## src/rtl/fir_out_capture.sv

```systemverilog
// ---------------------------------------------------------------------------
// fir_out_capture
//
// Receive-side endpoint for the FIR filter output stream. After an accepted
// start it captures a programmed number of valid samples (Vin/Din, driven by
// the filter's Vout/Dout) into an internal buffer. Once the buffer holds the
// requested count, the samples are read back one per request through a
// simple read port with one cycle of latency.
//
// Optional feature macro: CAPTURE_PEAK_EN
//    defined   : peak tracks max |sample| of the current capture
//    undefined : peak is tied to zero, no register or comparator is built
//
// Ports:
//    clk          rising-edge clock for all logic
//    RST_n        synchronous active-low reset
//    start        arm pulse, honoured only in IDLE
//    num_samples  samples to capture (0 and values > DEPTH mean DEPTH)
//    Vin / Din    sample valid / signed sample from the filter
//    rd_en        read request, honoured only in DONE
//    rd_data      signed read data, holds between reads
//    rd_valid     one-cycle pulse per completed read
//    busy         high while capturing
//    done         high while the buffer is complete and being read out
//    overflow     sticky flag: a valid sample arrived outside CAPTURE
//    capt_count   samples held in the buffer
//    peak         max |sample| of the current capture (see macro above)
// ---------------------------------------------------------------------------
module fir_out_capture #(
   parameter int DATA_W = 13,
   parameter int DEPTH  = 32,
   parameter int ADDR_W = 5
) (
   input  logic                     clk,
   input  logic                     RST_n,
   input  logic                     start,
   input  logic [ADDR_W:0]          num_samples,
   input  logic                     Vin,
   input  logic signed [DATA_W-1:0] Din,
   input  logic                     rd_en,
   output logic signed [DATA_W-1:0] rd_data,
   output logic                     rd_valid,
   output logic                     busy,
   output logic                     done,
   output logic                     overflow,
   output logic [ADDR_W:0]          capt_count,
   output logic [DATA_W-1:0]        peak
);

   localparam logic [1:0] ST_IDLE    = 2'd0;
   localparam logic [1:0] ST_CAPTURE = 2'd1;
   localparam logic [1:0] ST_DONE    = 2'd2;

   localparam logic [ADDR_W:0] CNT_ONE   = (ADDR_W+1)'(1);
   localparam logic [ADDR_W:0] DEPTH_CNT = (ADDR_W+1)'(DEPTH);

   logic [1:0]        state;
   logic [ADDR_W:0]   target;
   logic [ADDR_W:0]   rd_ptr;
   logic [ADDR_W:0]   target_clamped;
   logic [ADDR_W:0]   capt_next;
   logic [ADDR_W:0]   rd_next;
   logic              wr_fire;
   logic              rd_fire;
   logic [DATA_W-1:0] mem [DEPTH];

   // A zero request and anything past the buffer size both mean "fill it".
   assign target_clamped = ((num_samples == '0) || (num_samples > DEPTH_CNT))
                           ? DEPTH_CNT : num_samples;

   assign capt_next = capt_count + CNT_ONE;
   assign rd_next   = rd_ptr + CNT_ONE;
   assign wr_fire   = (state == ST_CAPTURE) && Vin;
   assign rd_fire   = (state == ST_DONE) && rd_en && (rd_ptr < capt_count);

   assign busy = (state == ST_CAPTURE);
   assign done = (state == ST_DONE);

   // Control FSM, counters, read port and the sticky overflow flag.
   // capt_count doubles as the write pointer: both are cleared together on
   // start and advance together on every captured sample.
   always_ff @(posedge clk) begin
      if (!RST_n) begin
         state      <= ST_IDLE;
         target     <= '0;
         rd_ptr     <= '0;
         capt_count <= '0;
         overflow   <= 1'b0;
         rd_data    <= '0;
         rd_valid   <= 1'b0;
      end else begin
         rd_valid <= 1'b0;
         case (state)
            ST_IDLE: begin
               if (start) begin
                  target     <= target_clamped;
                  capt_count <= '0;
                  rd_ptr     <= '0;
                  overflow   <= 1'b0;
                  state      <= ST_CAPTURE;
               end else if (Vin) begin
                  overflow <= 1'b1;
               end
            end
            ST_CAPTURE: begin
               if (Vin) begin
                  capt_count <= capt_next;
                  if (capt_next == target) begin
                     state <= ST_DONE;
                  end
               end
            end
            ST_DONE: begin
               if (Vin) begin
                  overflow <= 1'b1;
               end
               if (rd_fire) begin
                  rd_data  <= mem[rd_ptr[ADDR_W-1:0]];
                  rd_ptr   <= rd_next;
                  rd_valid <= 1'b1;
                  // The final read returns to IDLE; its rd_valid lands there.
                  if (rd_next == capt_count) begin
                     state <= ST_IDLE;
                  end
               end
            end
            default: begin
               state <= ST_IDLE;
            end
         endcase
      end
   end

   // Sample buffer; contents are don't-care after reset so it has none.
   always_ff @(posedge clk) begin
      if (wr_fire) begin
         mem[capt_count[ADDR_W-1:0]] <= Din;
      end
   end

`ifdef CAPTURE_PEAK_EN
   logic [DATA_W-1:0] din_abs;

   // Negating the most negative code wraps to itself, which read as unsigned
   // is exactly its magnitude, so no extra bit is needed.
   assign din_abs = Din[DATA_W-1] ? DATA_W'(-Din) : DATA_W'(Din);

   // Running magnitude peak of the current capture.
   always_ff @(posedge clk) begin
      if (!RST_n) begin
         peak <= '0;
      end else if ((state == ST_IDLE) && start) begin
         peak <= '0;
      end else if (wr_fire && (din_abs > peak)) begin
         peak <= din_abs;
      end
   end
`else
   assign peak = '0;
`endif

endmodule

```

## config.mk

```make
export PLATFORM = sky130hd
export DESIGN_NAME = fir_out_capture
export DESIGN_NICKNAME = d
export VERILOG_FILES = /design/src/rtl/fir_out_capture.sv
export SDC_FILE = /design/constraint.sdc
export NUM_CORES = 1
export LEC_CHECK = 0
export ABC_AREA = 1
export CAP_MARGIN = 20
export CORE_MARGIN = 1.5
export CORE_UTILIZATION = 50
export CTS_CLUSTER_DIAMETER = 40
export DETAILED_ROUTE_END_ITERATION = 6
export PLACE_DENSITY = 0.67
export SLEW_MARGIN = 15
export SYNTH_ARGS = -nofsm -noshare
export SYNTH_HDL_FRONTEND = slang
export SYNTH_SLANG_ARGS = --single-unit
```

## constraint.sdc

```tcl
create_clock -name clk -period 2.5 [get_ports clk]
set_input_delay 0.5 -clock clk [delete_from_list [all_inputs] [get_ports clk]]
set_output_delay 0.5 -clock clk [all_outputs]
set_load 0.01 [all_outputs]
```

Word level (Yosys, flattened, before mapping). Memories as Yosys holds them, arrays and structs flattened. A register that Yosys moved wholly into a read port is not among the register bits. Cells that the tools add are included.

Register bits after elaboration: 22. Bits in latches: 0. Bits in writable memories: 416. Memory bits (read-only): 0. Bits of input ports: 24. Output and inout port bits: 36. Logic and storage cells: 53. Memories: 1.

Add/subtract/negate cells: 2. Multiply operators: 0. Div/mod/pow operators: 0. $lt $le $gt $ge: 2. Eq/ne operators: 9. Shift operators: 0. Multiplexer cells: 18. Bitwise gates (word level): 0. Reduce and logical (&&, ||, !) cells: 15.

Memories: mem (depth 32, width 13, rd ports 1, clocked after memory_dff 1, wr ports 1, line 65) `logic [DATA_W-1:0] mem [DEPTH];`.

Operators by type and width (number): $mux 6 (4); $pmux 6 s2 (2); $add 6x1->6 const B (2); $eq 6x6->1 (2); $mux 2 (5); $gt 6x6->1 const B (1); $logic_not 6->1 (1); $lt 6x6->1 (1); $ne 2x1->1 const B (3); $pmux 2 s3 (1); $reduce_and 2->1 (3); $reduce_and 3->1 (2); $mux 1 (5); $reduce_and 5->1 (1); $ne 2x2->1 const B (2); $reduce_bool 2->1 (2); $logic_and 1x1->1 (3); $eq 2x1->1 const B (1); $eq 2x2->1 const B (1); $logic_not 2->1 (1); $pmux 1 s2 (1); $logic_not 1->1 (1); $logic_or 1x1->1 (1).

Depth between registers and ports, before layout. Gate-level depths: netlist (run 1).

Word-level depth: 5. Mapped depth: 14. Gate-level depth less buffers: 13.

Worst setup path before layout (run 1). OpenSTA, ideal clock, no wires.

Path type: register to register. From: register state[0]. To: memory mem[0][0], enable pin. Setup time: 382 ps. Arrival time: 1657 ps. Required time: 2118 ps. Path slack: 461 ps. Stages on the path, launching flop included: 7. Path buffers: 0. Clock period less this slack: 2039 ps. Path through: dfxtp_1 inv_1 nor2_2 nand2_1 clkinv_1 nand2_1 nor2_1.

Word-level cells in the longest chain between the ends: 4.

RTL lines: start: declaration (line 57) `logic [1:0] state;`; start signal: assignment (line 84) `state <= ST_IDLE;`; start signal: assignment (line 100) `state <= ST_CAPTURE;`; start signal: assignment (line 109) `state <= ST_DONE;`; $eq 2x1->1; named net busy (line 43) `output logic busy,`; $logic_and 1x1->1 (line 73) `assign wr_fire = (state == ST_CAPTURE) && Vin;`; $mux 1 (line 136) `if (wr_fire) begin`; $mux 1 (implied by the code) (line 137) `mem[capt_count[ADDR_W-1:0]] <= Din;`; end: declaration (line 65).

The timed path passes the listed nets, and every way through them passes these cells.

Final worst setup path (run 1).
From: register state[0]. To: output port busy.

Word-level cells in the longest chain between the ends: 1.

RTL lines: $eq 2x1->1 (line 76) `assign busy = (state == ST_CAPTURE);`; end: declaration (line 43).

Every way passes these cells.

==> impl_metrics.yaml, run 1 <==
detailed_routing:
  route.detailed.drc: 0
  drtPass1Iterations: 5
  drt_iter0_drc: 1400
  post_drt_wl_per_cell_um: 20.0
  viasPerCell: 5.41
  overall_via_count_from_detail_route: 13800
  wl_um: 51200
  drt.antenna.violating_nets: 0
cts:
  cts_buffers: 54
  tritoncts_clock_tree: "done"
  cts_num_sinks: 451
  root_buffer: "clkbuf_16"
  postCtsSetupRepairBufs: 0
  worst_setup_hold_path_clk_slew_ns: 0.06
  clock_path_buffers: 3
  cts-hold-fix-buffers: 0
  cts.repair.resized: 0
  clock_latency_on_the_worst_skew_pair_ns: 0.60
  htreeDepth: 2
die:
  die_area_um2: 40400
  core_um2: 38600
  die_height_um: 201
  die_x_um: 201
  initial_core_util_pct: 50.7
  boundaryPins: 60
  placement_row_count: 72
sta:
  worst_clock_skew_ns: 0.0138
  highest_clock_rate_mhz: 434
  finalMaxSlewViolations: 0
  final_min_period_over_clock_period_pct: 92.2
  max_slew_margin_pct: 61.1
  finalHoldViolCount: 0
  setup_repair_after_global_routing_missed_its_margin: "no"
  timing.setup.tns_ns: 0
  final.min_clock_period_ns: 2.31
  slew_worst_pin_ns: 0.583
  final_setup_violation_count: 0
logic_synthesis:
  dominantRegCellSynth: "edfxtp_1"
  yosys_warnings: 0
  synth.most_common_cell: "nand2_1"
  post_synthesis_cell_area_um2: 19600
  synth.ff_latch_count: 451
  post_synth_num_cell_types: 33
  ys_async_sr_fraction_pct: 0
  yosysTopAreaCell: "edfxtp_1"
  sequential_share_of_the_synthesized_area_pct: 67.3
  synth_enable_flop_cells: 416
  ys_top_cells_by_count: "nand2_1, edfxtp_1, nand3_1, inv_1, nor2_1"
  synth.avg_cell_area_um2: 10.3
  netlist.area_leader.share_pct: 63.7
  post_synth_main_area_contributors: "edfxtp_1, nand2_1, nand3_1, dfxtp_1, inv_1"
  synthCells: 1899
grt:
  residual_overflow_from_global_routing: 0
  grt_max_degree: 68
  grt-busiest-layer: "met2"
  grt_util_met2_pct: 38.4
  met3_usage_grt_pct: 4.12
  met1_use_gr_pct: 37.9
  grt.total_usage_pct: 25.8
  wire_length_of_the_first_global_routing_pass_um: 78100
  grt_pass1_vias: 13200
  antenna_found_initial: 1
hold_path:
  hold_path_depth: 2
  hold_path.startpoint: "rd_data[4]"
  timing.hold.worst_endpoint: "rd_data[4]"
  holdCritPathClass: "reg -> reg"
critical_path:
  data_required_time_of_the_critical_path_ns: 2.00
  worst_ep_arrival_ns: 1.81
  timing.rr.start: "rd_ptr[0]"
  regToRegEndpoint: "rd_ptr[0]"
  timing.critical_path.fanout_max: 4
  worstRegToRegCells: 8
  worstSetupStartpointType: "flip-flop"
  worstSetupEndpointType: "output pin"
  critPathKind: "reg -> out"
  timing.reg2reg.setup_slack_ns: 0.27
power_and_ir_drop:
  vdd_drop_max_v: 0.000597
  p_leak_nw: 9.04
  power_density_normalized_to_cell_area_nw_per_um2: 745
run_status:
  run_status: "completed"
place:
  io_buffers: 46
  gp_routability_congestion: 0.940
  dp.final_hpwl_um: 31600
  instance_area_at_placement_um2: 20800
cells_and_area:
  final_nets: 2025
  stdcell_area_um2: 22800
  filler_cell_count: 3118
  drive_above_1_share_pct: 9.63
  area_growth_syn_to_layout_pct: 16.2
run:
  max-cap-violations: 0
through the flow:
stage,instances,worst slack (ns),util (%),total power [mW],hold WS [ns]
after floorplan,1911,0.461,-,8.58,0.462
after global placement,2452,0.216,53.9,8.85,0.463
after detailed placement,2452,0.237,53.9,8.86,0.458
after CTS,2554,0.167,58.9,17.1,0.467
after global routing,2554,0.0960,58.9,17.4,0.503
final,2556,0.194,59.0,17.0,0.468
area by class of cell:
| class | count | area, µm² | area share, % |
|---|---|---|---|
| inverters | 182 | 689 | 3.03 |
| well taps | 518 | 648 | 2.84 |
| diodes | 2 | 5.00 | 0.0220 |
| repair buffers | 133 | 1280 | 5.60 |
| multi-input cells | 1168 | 5020 | 22.1 |
| clock buffers | 66 | 1520 | 6.68 |
| clock inverters | 36 | 415 | 1.82 |
| flip-flops and latches | 451 | 13200 | 57.9 |
worst max-delay path by stage:
| stage | start | to | slack, ns | cells after the start |
|---|---|---|---|---|
| 3_3_place_gp | RST_n | rd_ptr[0] | 0.22 | 4 |
| 4_1_cts | state[0] | busy | 0.17 | 3 |
| 3_5_place_dp | RST_n | rd_ptr[0] | 0.24 | 4 |
| 2_1_floorplan | state[0] | mem[0][0] | 0.46 | 6 |
| 6_report | state[0] | busy | 0.19 | 3 |
| 5_1_grt | state[0] | busy | 0.1 | 3 |
sequential cells by signal (all words and copies together) (netlist names):
name        count
rd_data        13
rd_valid        1
mem           416
overflow        1
capt_count      6
rd_ptr          6
state           2
target          6
power breakdown:
part | leakage [nW] | internal, mW | switching [mW]
combinational | 4.09 | 0.116 | 0.314
clock | 0.926 | 5.03 | 3.24
sequential | 4.02 | 8.26 | 0.0154
total | 9.04 | 13.4 | 3.57
kinds of logic (layout without fill, tap and decap cells):
kind of cell / Yosys count / after routing / share of synthesized area (%)
xor gates and xnor gates: 4 / 4 / 0.249
AOI/OAI and AO/OA: 55 / 55 / 1.58
adders and majority gates: 11 / 11 / 0.702
buffers and inverters: 292 / 417 / 7.33
DFF: 451 / 451 / 67.3
other: 1 / 15 / 0.0191
and+or+nand+nor: 1085 / 1085 / 22.8
metal layers:
layer | part of all wire [%] | wire length, µm
met5 | 0 | 0
met4 | 3.5 | 1800
met3 | 9.5 | 4870
met2 | 44 | 22600
met1 | 43 | 22000
critical path, stage by stage (launching register included):
cell             delay [ns]
dfxtp_1                0.39
inv_1                  0.09
nor2_2                 0.17
clkdlybuf4s50_1        0.57
cell usage in the layout (no fill, tap or decap), drive strengths merged:
cell type and n:
nand3 298, o22ai 2, clkinv 14, clkinvlp 9
ha 11, a211oi 1, o32ai 2, inv 189
o31ai 1, o211ai 7, bufinv 6, dfxtp 35
edfxtp 416, nand2 714, clkbuf 66, xor2 2
xnor2 1, nand4 3, o21ai 12, o21bai 1
nor3 1, buf 87, conb 13, xnor3 1
nor2 64, or2 5, diode 2, clkdlybuf4s50 46
a21oi 29
(Power assumes the default switching activity.)
==> run 2: changes to the inputs <==
Settings changed: DONT_BUFFER_PORTS from default to 1, PLACE_DENSITY 0.67 to default, PLACE_DENSITY_LB_ADDON from default to 0.3, SKIP_CTS_REPAIR_TIMING from default to 1.
==> impl_metrics.yaml, run 2 (same netlist as run 1, synthesis figures left out) <==
power_and_ir_drop:
  power.share.sequential_pct: 47.5
  switching_share_pct: 21.9
  p_leak_nw: 8.98
  net_switching_power_mw: 3.82
  internal_power_mw: 13.6
  combinational_power_share_pct: 2.3
  vdd_drop_max_v: 0.000515
  power_density_normalized_to_cell_area_nw_per_um2: 773
  clockPowerShare_pct: 50.2
sta:
  final_min_period_over_clock_period_pct: 85.5
  final.min_clock_period_ns: 2.14
  finalHoldViolCount: 0
  final_setup_violation_count: 0
  max_slew_margin_pct: 53.3
  setup_repair_after_global_routing_missed_its_margin: "no"
  worst_clock_skew_ns: 0.0182
  timing.setup.tns_ns: 0
  highest_clock_rate_mhz: 468
  finalMaxSlewViolations: 0
  slew_worst_pin_ns: 0.701
die:
  die_x_um: 201
  die_area_um2: 40400
  die_height_um: 201
  core_um2: 38600
  boundaryPins: 60
  placement_row_count: 72
  initial_core_util_pct: 50.7
run:
  max-cap-violations: 0
place:
  instance_area_at_placement_um2: 20200
  io_buffers: 0
  dp.final_hpwl_um: 31200
  gp_routability_congestion: 0.933
critical_path:
  timing.critical_path.fanout_max: 58
  worst_ep_arrival_ns: 2.65
  critPathKind: "reg -> reg"
  worstSetupEndpointType: "flip-flop"
  worstSetupStartpointType: "flip-flop"
  data_required_time_of_the_critical_path_ns: 3.01
detailed_routing:
  overall_via_count_from_detail_route: 13800
  route.detailed.drc: 0
  drt_iter0_drc: 1516
  viasPerCell: 5.46
  drtPass1Iterations: 5
  wl_um: 52200
  drt.antenna.violating_nets: 0
  post_drt_wl_per_cell_um: 20.7
grt:
  antenna_found_initial: 1
  grt_max_degree: 96
  grt.total_usage_pct: 26.2
  wire_length_of_the_first_global_routing_pass_um: 79600
  residual_overflow_from_global_routing: 0
  grt_pass1_vias: 13300
cells_and_area:
  final_cell_mix: "nand2_1, edfxtp_1, nand3_1"
  drive_above_1_share_pct: 10.0
  largest_register_ffs: 416
  area_growth_syn_to_layout_pct: 14.9
  leading_cell_type_in_the_layout_fill_and_taps_excluded: "nand2_1"
  final_nets: 1985
  stdcell_area_um2: 22500
cts:
  clock_latency_on_the_worst_skew_pair_ns: 0.62
  worst_setup_hold_path_clk_slew_ns: 0.06
  cts_num_sinks: 451
  htreeDepth: 2
  root_buffer: "clkbuf_16"
  cts_buffers: 61
  tritoncts_clock_tree: "done"
  clock_path_buffers: 3
hold_path:
  holdCritPathClass: "in -> reg"
run_status:
  run_status: "completed"
## run 2: cell types whose count changed in the layout (fill, tap and decap cells not counted), moves of 2 or more
cell / delta
clkdlybuf4s50_1: -46
buf_4: -7
clkbuf_1: +7
clkinvlp_4: -7
clkinv_4: +6
buf_12: +5
clkbuf_16: +3
inv_8: +3
clkinv_8: +2
## run 2: path summary, 6_finish.rpt
| kind | endpoint | slack [ns] | cells past startpoint | start |
|---|---|---|---|---|
| max | state[1] | 0.36 | 10 | rd_ptr[2] |
| max reg2reg | state[1] | 0.36 | 10 | rd_ptr[2] |
| min | capt_count[0] | 0.01 | 2 | RST_n |
| min reg2reg | target[0] | 0.49 | 2 | target[0] |
## run 2: layout make-up
class,instances,area [µm²]
diodes,1,2.50
clock buffers,75,1610
clock inverters,41,475
fillers,3159,16100
inverters,182,691
multi-input cells,1168,5020
flip-flops and latches,451,13200
well taps,518,648
repair buffers,86,873
## run 2: worst max-delay path, cell delays in order, from the launching register on
cell	delay, ns
dfxtp_2	0.34
buf_4	0.55
nand3_1	0.25
o21ai_0	0.35
nand3_1	0.12
nand2_1	0.09
nand3_1	0.08
nand2_1	0.07
nand3_1	0.07
nand2_1	0.06
inv_1	0.03
## run 2: through the flow
stage               power (mW)  util (%)  setup slack [ns]  cells  hold WS [ns]
finish                    17.4      58.3             0.363   2522        0.0128
floorplan                 8.58         -             0.461   1911         0.462
CTS                       17.3      57.6             0.403   2507       -0.0544
global placement          8.62      52.2             0.448   2391         0.476
detailed placement        8.62      52.2             0.430   2391         0.478
global route              17.9      58.3             0.234   2521        0.0194
## run 2: per-layer routing
metal,track usage [%],part of all wire [%],vias to the layer above
li1,-,-,6398
met1,34.6,40,6585
met2,41.4,47,668
met3,6.77,9.9,124
met4,10.5,3.4,2
met5,0,0.023,-
## run 2: power by group through the flow
| stage | registers (mW) | clock network (mW) | logic [mW] |
|---|---|---|---|
| global route | 8.27 | 9.19 | 0.427 |
| finish | 8.27 | 8.74 | 0.400 |
| floorplan | 8.43 | 0 | 0.146 |
| global placement | 8.43 | 0 | 0.191 |
| CTS | 8.27 | 8.84 | 0.195 |
| detailed placement | 8.43 | 0 | 0.193 |
==> run 3: changes to the inputs <==
Clock period 2.5 ns to 2.09 ns, I/O delays scaled along.
==> impl_metrics.yaml, run 3 (same netlist as run 1, synthesis figures left out) <==
run_status:
  run_status: "finished, violations left"
  violated_checks: "negative hold slack"
cells_and_area:
  final_nets: 1993
  largest_register_ffs: 416
  filler_cell_count: 3058
  area_growth_syn_to_layout_pct: 15.8
  antenna-diode-count: 0
  final_cell_mix: "nand2_1, edfxtp_1, nand3_1"
  leading_cell_type_in_the_layout_fill_and_taps_excluded: "nand2_1"
  regArea_um2: 13200
  drive_above_1_share_pct: 10.3
  final_cells: 2527
  stdcell_area_um2: 22700
  multi_input_area_um2: 5020
power_and_ir_drop:
  vdd_drop_max_v: 0.00117
  p_leak_nw: 9.05
  power_density_normalized_to_cell_area_nw_per_um2: 916
  total_power_mw: 20.8
grt:
  grt.total_usage_pct: 25.1
  residual_overflow_from_global_routing: 0
  grt_max_degree: 75
  wire_length_of_the_first_global_routing_pass_um: 76700
  grt-busiest-layer: "met2"
  grt_pass1_vias: 13000
  met1_use_gr_pct: 33.5
  grt_util_met2_pct: 40.5
  met3_usage_grt_pct: 5.24
  antenna_found_initial: 0
critical_path:
  regToRegEndpoint: "rd_data[9]"
  worst_setup_path_startpoint: "rd_ptr[0]"
  critPathBufInv: 2
  critical_path.most_common_cell: "nand3_1"
  worstRegToRegCells: 10
  crit_path_cell_trace: "buf_12, buf_12, nor2_1, nor2_1, o21ai_0, nand3_1, nand3_1, nand3_1, nand3_1, a21oi_1"
  critPathKind: "reg -> reg"
  cell_family_contributing_the_most_delay_on_the_critical_path: "simple AND/OR/NAND/NOR gates"
  timing.rr.start: "rd_ptr[0]"
  worst_ep_arrival_ns: 2.51
  crit_path_max_incr_delay_ns: 0.38
  cpMaxStageDelayCell: "dfxtp_4"
  worstSetupStartpointType: "flip-flop"
  worstSetupEndpointType: "flip-flop"
  timing.critical_path.fanout_max: 70
  timing.reg2reg.setup_slack_ns: 0.12
  timing.critical_path.depth: 10
  data_required_time_of_the_critical_path_ns: 2.64
  worst_setup_path_endpoint: "rd_data[9]"
cts:
  tritoncts_clock_tree: "done"
  root_buffer: "clkbuf_16"
  worst_setup_hold_path_clk_slew_ns: 0.06
  clock_latency_on_the_worst_skew_pair_ns: 0.62
  cts_num_sinks: 451
  cts_buffers: 60
  clock_path_buffers: 3
  htreeDepth: 2
detailed_routing:
  post_drt_wl_per_cell_um: 19.9
  viasPerCell: 5.39
  route.detailed.drc: 0
  overall_via_count_from_detail_route: 13600
  drtPass1Iterations: 6
  drt_iter0_drc: 1374
  wl_um: 50300
  drt.antenna.violating_nets: 0
hold_path:
  holdCritPathClass: "in -> reg"
die:
  initial_core_util_pct: 50.7
  die_height_um: 201
  boundaryPins: 60
  die_area_um2: 40400
  core_um2: 38600
  placement_row_count: 72
  die_x_um: 201
sta:
  timing.setup.tns_ns: 0
  finalHoldViolCount: 3
  final.hold.worst_slack_ns: -0.00737
  finalMaxSlewViolations: 0
  worst_clock_skew_ns: 0.0284
  final_setup_violation_count: 0
  highest_clock_rate_mhz: 508
  final.min_clock_period_ns: 1.97
  final_min_period_over_clock_period_pct: 94.1
  setup_repair_after_global_routing_missed_its_margin: "no"
place:
  numPlacedInstances: 2398
  gp_routability_congestion: 0.933
  io_buffers: 0
  dp.final_hpwl_um: 29200
  instance_area_at_placement_um2: 20300
run:
  max-cap-violations: 0
==> run 3: cell types whose count changed in the layout (fill, tap and decap cells not counted), moves of 3 or more <==
cell,previous run,this run
inv_6,8,11
clkinv_4,8,3
clkinvlp_4,2,6
inv_8,6,3
clkinv_1,5,10
buf_4,67,64
buf_12,18,27
clkbuf_1,12,5
==> run 3: through the flow <==
| stage | util, % | worst slack, ns | hold WS (ns) |
|---|---|---|---|
| floorplan | - | 0.0511 | 0.462 |
| global placement | 52.6 | 0.225 | 0.479 |
| detailed placement | 52.6 | 0.198 | 0.486 |
| CTS | 58.0 | 0.171 | -0.133 |
| global route | 58.8 | 0.0183 | 0.00170 |
| finish | 58.8 | 0.123 | -0.00737 |
==> run 3: cell type report <==
type,count,share of cell area [%]
inverter,182,3.04
tap,518,2.85
clock inverter,46,2.26
multi-input combinational,1168,22.1
timing repair buffer,95,4.68
clock buffer,67,6.91
sequential,451,58.1
==> run 3: how the worst min path moves through the flow <==
stage	startpoint	cells past startpoint	end	slack [ns]
after floorplan	target[0]	2	target[0]	0.46
after global placement	target[1]	2	target[1]	0.48
after detailed placement	target[0]	2	target[0]	0.49
after CTS	Din[7]	0	mem[1][7]	-0.13
after global routing	num_samples[2]	2	target[2]	0.002
final	Vin	2	overflow	-0.007
==> run 3: report_power, final <==
group | total (mW) | internal (mW) | switching [mW]
clock | 10.4 | 6.38 | 4.07
combinational | 0.470 | 0.137 | 0.332
sequential | 9.89 | 9.88 | 0.0180
==> run 3: per-layer routing <==
layer	vias to the layer above	wire, µm
li1	6407	-
met5	-	0
met3	103	4480
met1	6552	20400
met2	567	23600
met4	0	1760
